`src/rtl/serial_to_parallel_if.sv`:
```
// Host-side serial frame link into the MRAM write deserializer.
// The master drives the serial frame; the slave returns the assembled word.
interface serial_to_parallel_if #(
    parameter int BUS_WIDTH = 16
);
    logic                 en;
    logic                 start;
    logic [1:0]           word_sel;
    logic                 serial_in;
    logic [BUS_WIDTH-1:0] data_out;
    logic [1:0]           byte_en;
    logic                 data_valid;
    logic                 busy;
    logic                 frame_err;

    modport master (
        output en, start, word_sel, serial_in,
        input  data_out, byte_en, data_valid, busy, frame_err
    );

    modport slave (
        input  en, start, word_sel, serial_in,
        output data_out, byte_en, data_valid, busy, frame_err
    );
endinterface

```
`src/rtl/serial_to_parallel.sv`:
```
// Write-path deserializer: assembles an LSB-first word/byte frame into an
// aligned MRAM word with byte enables and a one-cycle valid strobe.
module serial_to_parallel #(
    parameter int BUS_WIDTH = 16
) (
    input  logic                  clk,
    input  logic                  rst,
    serial_to_parallel_if.slave   bus
);
    localparam int CW   = $clog2(BUS_WIDTH) + 1;
    localparam int IW   = $clog2(BUS_WIDTH);
    localparam int HALF = BUS_WIDTH / 2;

    typedef enum logic [1:0] {IDLE, SHIFT, COMMIT} state_t;

    state_t               state;
    logic [CW-1:0]        cnt;
    logic [BUS_WIDTH-1:0] asm_q;
    logic [1:0]           sel_q;

    logic [CW-1:0]        pos;
    logic [IW-1:0]        pos_idx;
    logic [CW-1:0]        frame_len;
    logic                 last_bit;
    logic [BUS_WIDTH-1:0] asm_nxt;

    // Upper-byte frames land at the top half; everything else starts at bit 0.
    always_comb begin
        pos       = (sel_q == 2'b10) ? (CW'(HALF) + cnt) : cnt;
        pos_idx   = pos[IW-1:0];
        frame_len = (sel_q == 2'b11) ? CW'(BUS_WIDTH) : CW'(HALF);
        last_bit  = (cnt == frame_len - CW'(1));
        asm_nxt   = asm_q;
        asm_nxt[pos_idx] = bus.serial_in;
    end

    always_ff @(posedge clk or posedge rst) begin
        if (rst) begin
            state          <= IDLE;
            cnt            <= '0;
            asm_q          <= '0;
            sel_q          <= 2'b00;
            bus.data_out   <= '0;
            bus.byte_en    <= 2'b00;
            bus.data_valid <= 1'b0;
            bus.busy       <= 1'b0;
            bus.frame_err  <= 1'b0;
        end else if (bus.en) begin
            bus.data_valid <= 1'b0;
            bus.frame_err  <= 1'b0;
            case (state)
                IDLE, COMMIT: begin
                    if (bus.start && bus.word_sel != 2'b00) begin
                        sel_q    <= bus.word_sel;
                        cnt      <= '0;
                        asm_q    <= '0;
                        state    <= SHIFT;
                        bus.busy <= 1'b1;
                    end else begin
                        bus.frame_err <= bus.start;
                        state         <= IDLE;
                        bus.busy      <= 1'b0;
                    end
                end
                SHIFT: begin
                    if (bus.start) begin
                        // Abort: partial word is dropped, outputs keep the last good frame.
                        bus.frame_err <= 1'b1;
                        if (bus.word_sel != 2'b00) begin
                            sel_q <= bus.word_sel;
                            cnt   <= '0;
                            asm_q <= '0;
                        end else begin
                            state    <= IDLE;
                            bus.busy <= 1'b0;
                        end
                    end else begin
                        asm_q <= asm_nxt;
                        cnt   <= cnt + CW'(1);
                        if (last_bit) begin
                            bus.data_out   <= asm_nxt;
                            bus.byte_en    <= sel_q;
                            bus.data_valid <= 1'b1;
                            bus.busy       <= 1'b0;
                            state          <= COMMIT;
                        end
                    end
                end
                default: begin
                    state    <= IDLE;
                    bus.busy <= 1'b0;
                end
            endcase
        end
    end
endmodule

```
`src/flat_wrapper.sv`:
```
// flat-port wrapper written by rule: the top's interface ports become plain ports
module serial_to_parallel_flat 
#(
    parameter int BUS_WIDTH = 16
)
  (clk, rst, bus_en, bus_start, bus_word_sel, bus_serial_in, bus_data_out, bus_byte_en, bus_data_valid, bus_busy, bus_frame_err);
  serial_to_parallel_if #(.BUS_WIDTH(BUS_WIDTH)) bus_i ();
  input  logic clk;
  input  logic rst;
  input wire logic [$bits(bus_i.en)-1:0] bus_en;
  input wire logic [$bits(bus_i.start)-1:0] bus_start;
  input wire logic [$bits(bus_i.word_sel)-1:0] bus_word_sel;
  input wire logic [$bits(bus_i.serial_in)-1:0] bus_serial_in;
  output wire logic [$bits(bus_i.data_out)-1:0] bus_data_out;
  output wire logic [$bits(bus_i.byte_en)-1:0] bus_byte_en;
  output wire logic [$bits(bus_i.data_valid)-1:0] bus_data_valid;
  output wire logic [$bits(bus_i.busy)-1:0] bus_busy;
  output wire logic [$bits(bus_i.frame_err)-1:0] bus_frame_err;
  assign bus_i.en = bus_en;
  assign bus_i.start = bus_start;
  assign bus_i.word_sel = bus_word_sel;
  assign bus_i.serial_in = bus_serial_in;
  assign bus_data_out = bus_i.data_out;
  assign bus_byte_en = bus_i.byte_en;
  assign bus_data_valid = bus_i.data_valid;
  assign bus_busy = bus_i.busy;
  assign bus_frame_err = bus_i.frame_err;
  serial_to_parallel #(.BUS_WIDTH(BUS_WIDTH)) u_core (.clk(clk), .rst(rst), .bus(bus_i));
endmodule
```
`config.mk`:
```
export PLATFORM = sky130hd
export DESIGN_NAME = serial_to_parallel_flat
export DESIGN_NICKNAME = d
export VERILOG_FILES = /design/src/rtl/serial_to_parallel_if.sv /design/src/rtl/serial_to_parallel.sv /design/src/flat_wrapper.sv
export SDC_FILE = /design/constraint.sdc
export NUM_CORES = 1
export LEC_CHECK = 0
export CAP_MARGIN = 15
export CORE_MARGIN = 3
export CORE_UTILIZATION = 45
export CTS_CLUSTER_DIAMETER = 150
export DETAILED_ROUTE_END_ITERATION = 10
export PLACE_DENSITY = 0.69
export SLEW_MARGIN = 10
export SYNTH_ARGS = -nofsm -noshare
export SYNTH_HDL_FRONTEND = slang
export SYNTH_SLANG_ARGS = --single-unit
```
`constraint.sdc`:
```
create_clock -name clk -period 2.68 [get_ports clk]
set_clock_uncertainty 0.05 [all_clocks]
set_input_delay 0.536 -clock clk [delete_from_list [all_inputs] [get_ports clk]]
set_output_delay 0.536 -clock clk [all_outputs]
set_load 0.02 [all_outputs]
```
* After elaboration in Yosys (flattened, before gate mapping) *
Index checks and enable logic that the tools add are counted.
Widths: inputs -> output; s select.

storage, ports and cells
  input bits = 7
  bits in registers = 46
  output and inout bits = 21
  word-level logic and storage cells = 69

cells by class
  reductions and logical operators = 10
  muxes and demuxes = 33
  $lt $le $gt $ge = 2
  equality and inequality tests = 11
  bitwise operators = 1
  $add $sub $neg = 3

operators by type and width
  cell                 number
  $mux 16              3
  $pmux 16 s2          1
  $mux 5               4
  $bwmux 16            1
  $mux 2               6
  $mux 1               11
  $pmux 5 s2           1
  $pmux 2 s2           2
  $reduce_and 4->1     2
  $eq 2x2->1 const B   3
  $ne 3x2->1 const B   2
  $add 5x1->5 const B  1
  $eq 5x5->1           1
  $lt 4x5->1 const B   1
  $reduce_and 5->1     1
  $sub 5x1->5 const B  1
  $add 4x4->4 const A  1
  $demux 1 s4          1
  $ge 4x1->1 const B   1
  $mux 4               1
  $ne 2x1->1 const B   2
  $pmux 1 s2           2
  $reduce_bool 2->1    2
  $ne 3x3->1 const B   1
  other kinds (7)      8

* Depth between registers and ports, before layout *
Gate-level depths: netlist (run 1).

  depth in word-level cells = 9
  mapped depth = 7

* Least setup slack after synthesis (run 1) *
OpenSTA, ideal clock, no wires.

  path kind = reg-to-reg
  start = reg u_core.cnt[0]
  end = reg u_core.bus.byte_en[0]
  stages on the path, launching flop included = 6
  library setup time = 125 ps
  path slack = 747 ps
  arrival = 1759 ps
  path through = dfrtp_1 ha_1 buf_4 nand2_1 a2111oi_4 mux2_2

between the ends
  cells in the longest elaborated chain, start to end = 2

RTL lines
  what                        RTL line                     RTL
  start: declaration          serial_to_parallel.sv:17     logic [CW-1:0] cnt;
  start signal: assignment    serial_to_parallel.sv:79     cnt <= cnt + CW'(1);
  $eq 5x5->1                  serial_to_parallel.sv:32     last_bit = (cnt == frame_len - CW'(1));
  $reduce_and 4->1 (no line)  --
  end signal: assignment      serial_to_parallel.sv:82     bus.byte_en <= sel_q;
  end: declaration            serial_to_parallel_if.sv:23  output data_out, byte_en, data_valid, busy, frame_err

No other way between the ends.
A chain may end at the register's enable or synchronous reset.

* Final worst setup path (run 1) *
  start = in bus_start
  end = reg u_core.asm_q[9]

between the ends
  cells in the longest elaborated chain, start to end = 3
  elaborated cells between the ends (all ways) = 6
  classes of those cells = 2 x eq/ne; 2 x mux; 2 x reduce/logical

RTL lines
  what                        RTL line                  RTL
  start: declaration          flat_wrapper.sv:11        input wire logic [$bits(bus_i.start)-1:0] bus_start;
  $logic_and 1x1->1           serial_to_parallel.sv:53  if (bus.start && bus.word_sel != 2'b00) begin
  $ne 2x1->1 (no line)        --
  $reduce_and 4->1 (no line)  --
  end signal: assignment      serial_to_parallel.sv:78  asm_q <= asm_nxt;
  end: declaration            serial_to_parallel.sv:18  logic [BUS_WIDTH-1:0] asm_q;

Several ways; a longest one is shown, not always the timed one.

==> results of run 1 <==
-- report_power, final --
part / switching [mW] / internal, mW
logic: 0.296 / 0.191
clock network: 0.249 / 0.188
registers: 0.0620 / 0.766
-- kinds of logic after synthesis --
kind of cell             share of synthesized area (%)
XOR/XNOR                                         0.733
multiplexers                                      3.56
flip-flops                                        48.1
buffers and inverters                             5.86
AND/OR/NAND/NOR                                   17.8
adder cells (fa/ha/maj)                           2.09
AO/OA/AOI/OAI                                     21.8
-- area by class of cell --
cell class | count | area, um2
Fill cell | 462 | 2070
Sequential cell | 46 | 1150
Multi-Input combinational cell | 175 | 1110
Timing Repair Buffer | 38 | 365
Tap cell | 67 | 83.8
Clock buffer | 5 | 68.8
Inverter | 8 | 30.0
Clock inverter | 3 | 25.0
-- stage by stage --
step                power [mW]  cell area (um2)  hold slack [ns]  setup slack, ns  util, %
finish                    1.75             2840            0.434            0.455     57.8
global route              1.86             2840            0.477            0.379     57.8
CTS                       1.76             2830            0.439            0.398     57.6
detailed placement        1.32             2740            0.418            0.146     55.7
global placement          1.32             2740            0.414            0.198     55.7
floorplan                 1.14             2390            0.423            0.747        -
-- layout by cell type (no fill, tap or decap), drive strengths merged, types with 2 or more instances in the layout --
| cell type | netlist | final |
|---|---|---|
| xnor2 | 2 | 2 |
| inv | 8 | 9 |
| dfrtp | 46 | 46 |
| and2 | 3 | 3 |
| a21o | 3 | 3 |
| a2111oi | 2 | 2 |
| nand3 | 21 | 21 |
| nand2b | 3 | 3 |
| nor2 | 18 | 18 |
| clkbuf | 6 | 5 |
| o21ai | 20 | 20 |
| mux2 | 4 | 4 |
| o211ai | 16 | 16 |
| mux2i | 4 | 4 |
| nor2b | 2 | 2 |
| nand2 | 23 | 23 |
| or3 | 3 | 3 |
| clkdlybuf4s50 | 0 | 27 |
| ha | 4 | 4 |
| a32oi | 8 | 8 |
| nand4 | 6 | 6 |
| a31oi | 8 | 8 |
| a21oi | 12 | 12 |
| buf | 13 | 11 |
-- final timing paths --
path / startpoint / end / slack, ns
setup / recovery: bus_start / u_core.asm_q[9] / 0.46
hold / removal: u_core.bus.data_valid / u_core.bus.data_valid / 0.43
setup reg to reg: u_core.cnt[0] / u_core.bus.byte_en[1] / 0.68
hold reg to reg: u_core.bus.data_valid / u_core.bus.data_valid / 0.43
max in group asynchronous: rst / u_core.cnt[2] / 1.53
min in group asynchronous: rst / u_core.bus.byte_en[1] / 0.63
-- cells in the mapped netlist, types with 6 or more instances --
cell type | number | area share (%)
dfrtp_1 | 46 | 48
nand2_1 | 23 | 3.6
nand3_1 | 20 | 4.2
o21ai_0 | 20 | 4.2
nor2_1 | 18 | 2.8
o211ai_1 | 16 | 5.0
a21oi_1 | 12 | 2.5
a31oi_1 | 8 | 2.1
a32oi_1 | 8 | 2.9
inv_1 | 8 | 1.3
buf_2 | 7 | 1.5
clkbuf_1 | 6 | 0.94
nand4_1 | 6 | 1.6
-- per-layer routing --
metal  part of all wire (%)  up-vias  track usage, %
li1                       -      966               -
met1                     49      926            26.1
met2                     46       36            29.4
met3                    3.1        6            3.74
met4                    1.1        0            4.64
met5                      0        -               0
-- sequential cells by signal (all words and copies together) (netlist names) --
signal	flops
u_core.bus.data_valid	1
u_core.bus.data_out	16
u_core.sel_q	2
u_core.cnt	5
u_core.state	2
u_core.bus.busy	1
u_core.bus.byte_en	2
u_core.asm_q	16
u_core.bus.frame_err	1
==> run metrics, run 1 <==
status complete, no violations; max incr delay on CP 0.56 ns; Num CTS Buffers 5; critical path class input port to register; CTS tree yes; final hold vios 0; wire per inst 15.1 um; Final setup viols 0; WP data required 2.88 ns; ant diodes 0; clk slew on worst S/H paths 0.10 ns; DR DRC count 0; number of synthesized flops with an enable pin 0; pin count of the biggest net entering global routing 47; CP cell instances clkdlybuf4s50_1 -> or3b_2 -> o2111ai_1 -> buf_4 -> a32oi_1 -> nand2_1; Die Span X 78.9 um; total number of vias 1934; Starting Density 48.7%; 1st-iter DRT viols 117; H-tree depth 2; total track usage 18.5%; clock buffer depth 2; DR vias/cell 5.65; dominant synthesized flop cell dfrtp_1; Yosys warnings 0; post_cts resized 0; share of async-settable or async-resettable flops after synthesis 100%; Largest delay share family, worst path buffers and inverters; CTS Root Cell clkbuf_8; RSZ-0062 raised after global routing false; Worst VDD drop 0.264 mV; Post-Route WL 5150 um; DPL Wire Length 3580 um; Synth Register Bits 46; Ports 28; clock sink total 46; Worst Setup Start Kind input port; leak pwr 1.23 nW; total gr overflow 0; first-pass GRT wire length 9200 um; arrival time worst endpoint 2.43 ns; DRT antenna net count 0; relative slew slack 42.5%; input/output buffers 27; cell count of the worst reg-to-reg path 5; Distinct cells, synth 40; maximum clock rate 449 MHz; Mapped Nets 259; total negative slack 0 ns; max_cap viols 0; DRT Pass-1 Iters 5; share of layout cells above drive strength 1 11.3%; pwr/cell area 618 nW/um2; Final GP Congestion 0.780; instance count on the critical path 6; initial antenna violation count 0; fin nets 285; Slowest-stage cell, CP clkdlybuf4s50_1; Mapped Cells 248; vias in the first global route 1908; min Tclk post-route 2.22 ns; crit share post-route 83.0%; Avg Synthesized Cell Area 9.64 um2; Inst Count DP 334; Die ar. 6220 um2; sequential element share of the synthesized area 48.1%; fin cells 342; Cell Area, Synth 2390 um2; CP max FO 12; Buffers & Inverters on Critical Path 2; clk_lat worst skew 0.31 ns; Post-CTS Setup Bufs 0; count of pins over their slew limit 0; Critical Path Sink Type register; HP Class register to register; Worst-Margin Slew 0.862 ns; core region area 4910 um2; row cnt 25; hold_buf cts 0; WHS Path Cells 1; synth-to-layout area growth 18.7%; die height 78.9 um
(Power assumes the default switching activity.)
==> inputs of run 2 (changes only) <==
- PLACE_DENSITY: 0.69 -> 0.72
- clock period: 2.68 -> 1.91 ns (I/O delays scaled with it)
==> run metrics, run 2 (synthesized netlist as in run 1, its figures left out) <==
status complete, no violations; top flop regs u_core.asm_q x16, u_core.bus.data_out x16, u_core.cnt x5; DRT Pass-1 Iters 4; relative slew slack 72.7%; WP data required 2.10 ns; final hold vios 0; H-tree depth 2; maximum clock rate 569 MHz; wire per inst 14.4 um; DRT antenna net count 0; clk slew on worst S/H paths 0.08 ns; DR DRC count 0; dpl cell area 2900 um2; min Tclk post-route 1.76 ns; total track usage 18.5%; Worst Setup Start Kind input port; CP max FO 9; CTS Root Cell clkbuf_8; max incr delay on CP 0.49 ns; initial antenna violation count 0; Die Span X 78.9 um; HP Class input port to asynchronous set/reset pin; CTS tree yes; ant diodes 0; Ports 28; Final GP Congestion 0.786; Num CTS Buffers 5; pwr/cell area 838 nW/um2; Slowest-stage cell, CP clkdlybuf4s50_1; Worst-Margin Slew 0.399 ns; leak pwr 1.33 nW; Post-CTS Setup Bufs 0; reg-to-reg slack, setup 0.17 ns; max_cap viols 0; vias in the first global route 1914; Largest delay share family, worst path buffers and inverters; Critical Path Sink Type register; clock buffer depth 2; core region area 4910 um2; input/output buffers 27; 1st-iter DRT viols 113; Starting Density 48.7%; CP cell instances clkdlybuf4s50_1 -> or3b_2 -> o2111ai_1 -> buf_4 -> buf_4 -> nand2_1 -> nand3_1; Post-Route WL 5210 um; Worst VDD drop 0.508 mV; DR vias/cell 5.60; critical path class input port to register; share of layout cells above drive strength 1 16.3%; first-pass GRT wire length 9230 um; clk_lat worst skew 0.30 ns; Buffers & Inverters on Critical Path 3; final core occ 61.0%; hold_buf cts 0; Die ar. 6220 um2; fin nets 304; row cnt 25; post_cts resized 0; post-route cell area 3000 um2; pin count of the biggest net entering global routing 47; DPL Wire Length 3730 um; count of pins over their slew limit 0; die height 78.9 um; RSZ-0062 raised after global routing false; most frequent cells in the layout 46 x dfrtp_1, 27 x clkdlybuf4s50_1, 27 x buf_4; total number of vias 2022; total negative slack 0 ns; clock sink total 46; Final setup viols 0; synth-to-layout area growth 25.3%; crit share post-route 92.1%; arrival time worst endpoint 1.95 ns; total gr overflow 0; most common cell after layout, fill and taps aside dfrtp_1; critical path's most frequent cell buf_4
==> run 2: worst paths after layout <==
kind,cells after the start,from,end
worst max-delay path,7,bus_start,u_core.asm_q[6]
worst min-delay path,3,rst,u_core.bus.busy
worst max register to register,4,u_core.sel_q[0],u_core.bus.byte_en[0]
worst min register to register,1,u_core.bus.frame_err,u_core.bus.frame_err
max in group asynchronous,3,rst,u_core.asm_q[0]
min in group clk,1,u_core.bus.frame_err,u_core.bus.frame_err
==> run 2: through the flow <==
| step | hold slack, ns | std cells | worst slack, ns | total power [mW] |
|---|---|---|---|---|
| after floorplan | 0.423 | 248 | 0.106 | 1.60 |
| after global placement | 0.421 | 352 | -0.197 | 1.90 |
| after detailed placement | 0.435 | 352 | -0.302 | 1.92 |
| after CTS | 0.389 | 360 | 0.00984 | 2.52 |
| after global routing | 0.402 | 361 | 0.0409 | 2.66 |
| final | 0.365 | 361 | 0.152 | 2.51 |
==> run 2: final cells by class <==
cell class | count | area (um2)
timing repair buffer | 57 | 533
clock inverter | 1 | 5.00
clock buffer | 7 | 86.3
tap | 67 | 83.8
inverter | 8 | 30.0
multi-input combinational | 175 | 1110
sequential | 46 | 1150
fill | 440 | 1920
==> run 2: metal layers <==
metal | part of all wire, % | vias to the layer above | global-route usage, %
met2 | 46 | 37 | 29.5
li1 | - | 998 | -
met4 | 1.1 | 0 | 4.64
met5 | 0 | - | 0
met3 | 3.2 | 5 | 3.74
met1 | 49 | 982 | 25.9
==> run 2: worst min-delay path, stage by stage <==
cell             delay, ns
clkdlybuf4s50_1       0.41
inv_2                 0.07
buf_12                0.23
==> run 2: report_power, final <==
group | switching (mW) | internal, mW | leakage (nW)
sequential | 0.0802 | 1.07 | 0.623
combinational | 0.424 | 0.319 | 0.656
clock | 0.321 | 0.292 | 0.0482
total | 0.825 | 1.69 | 1.33
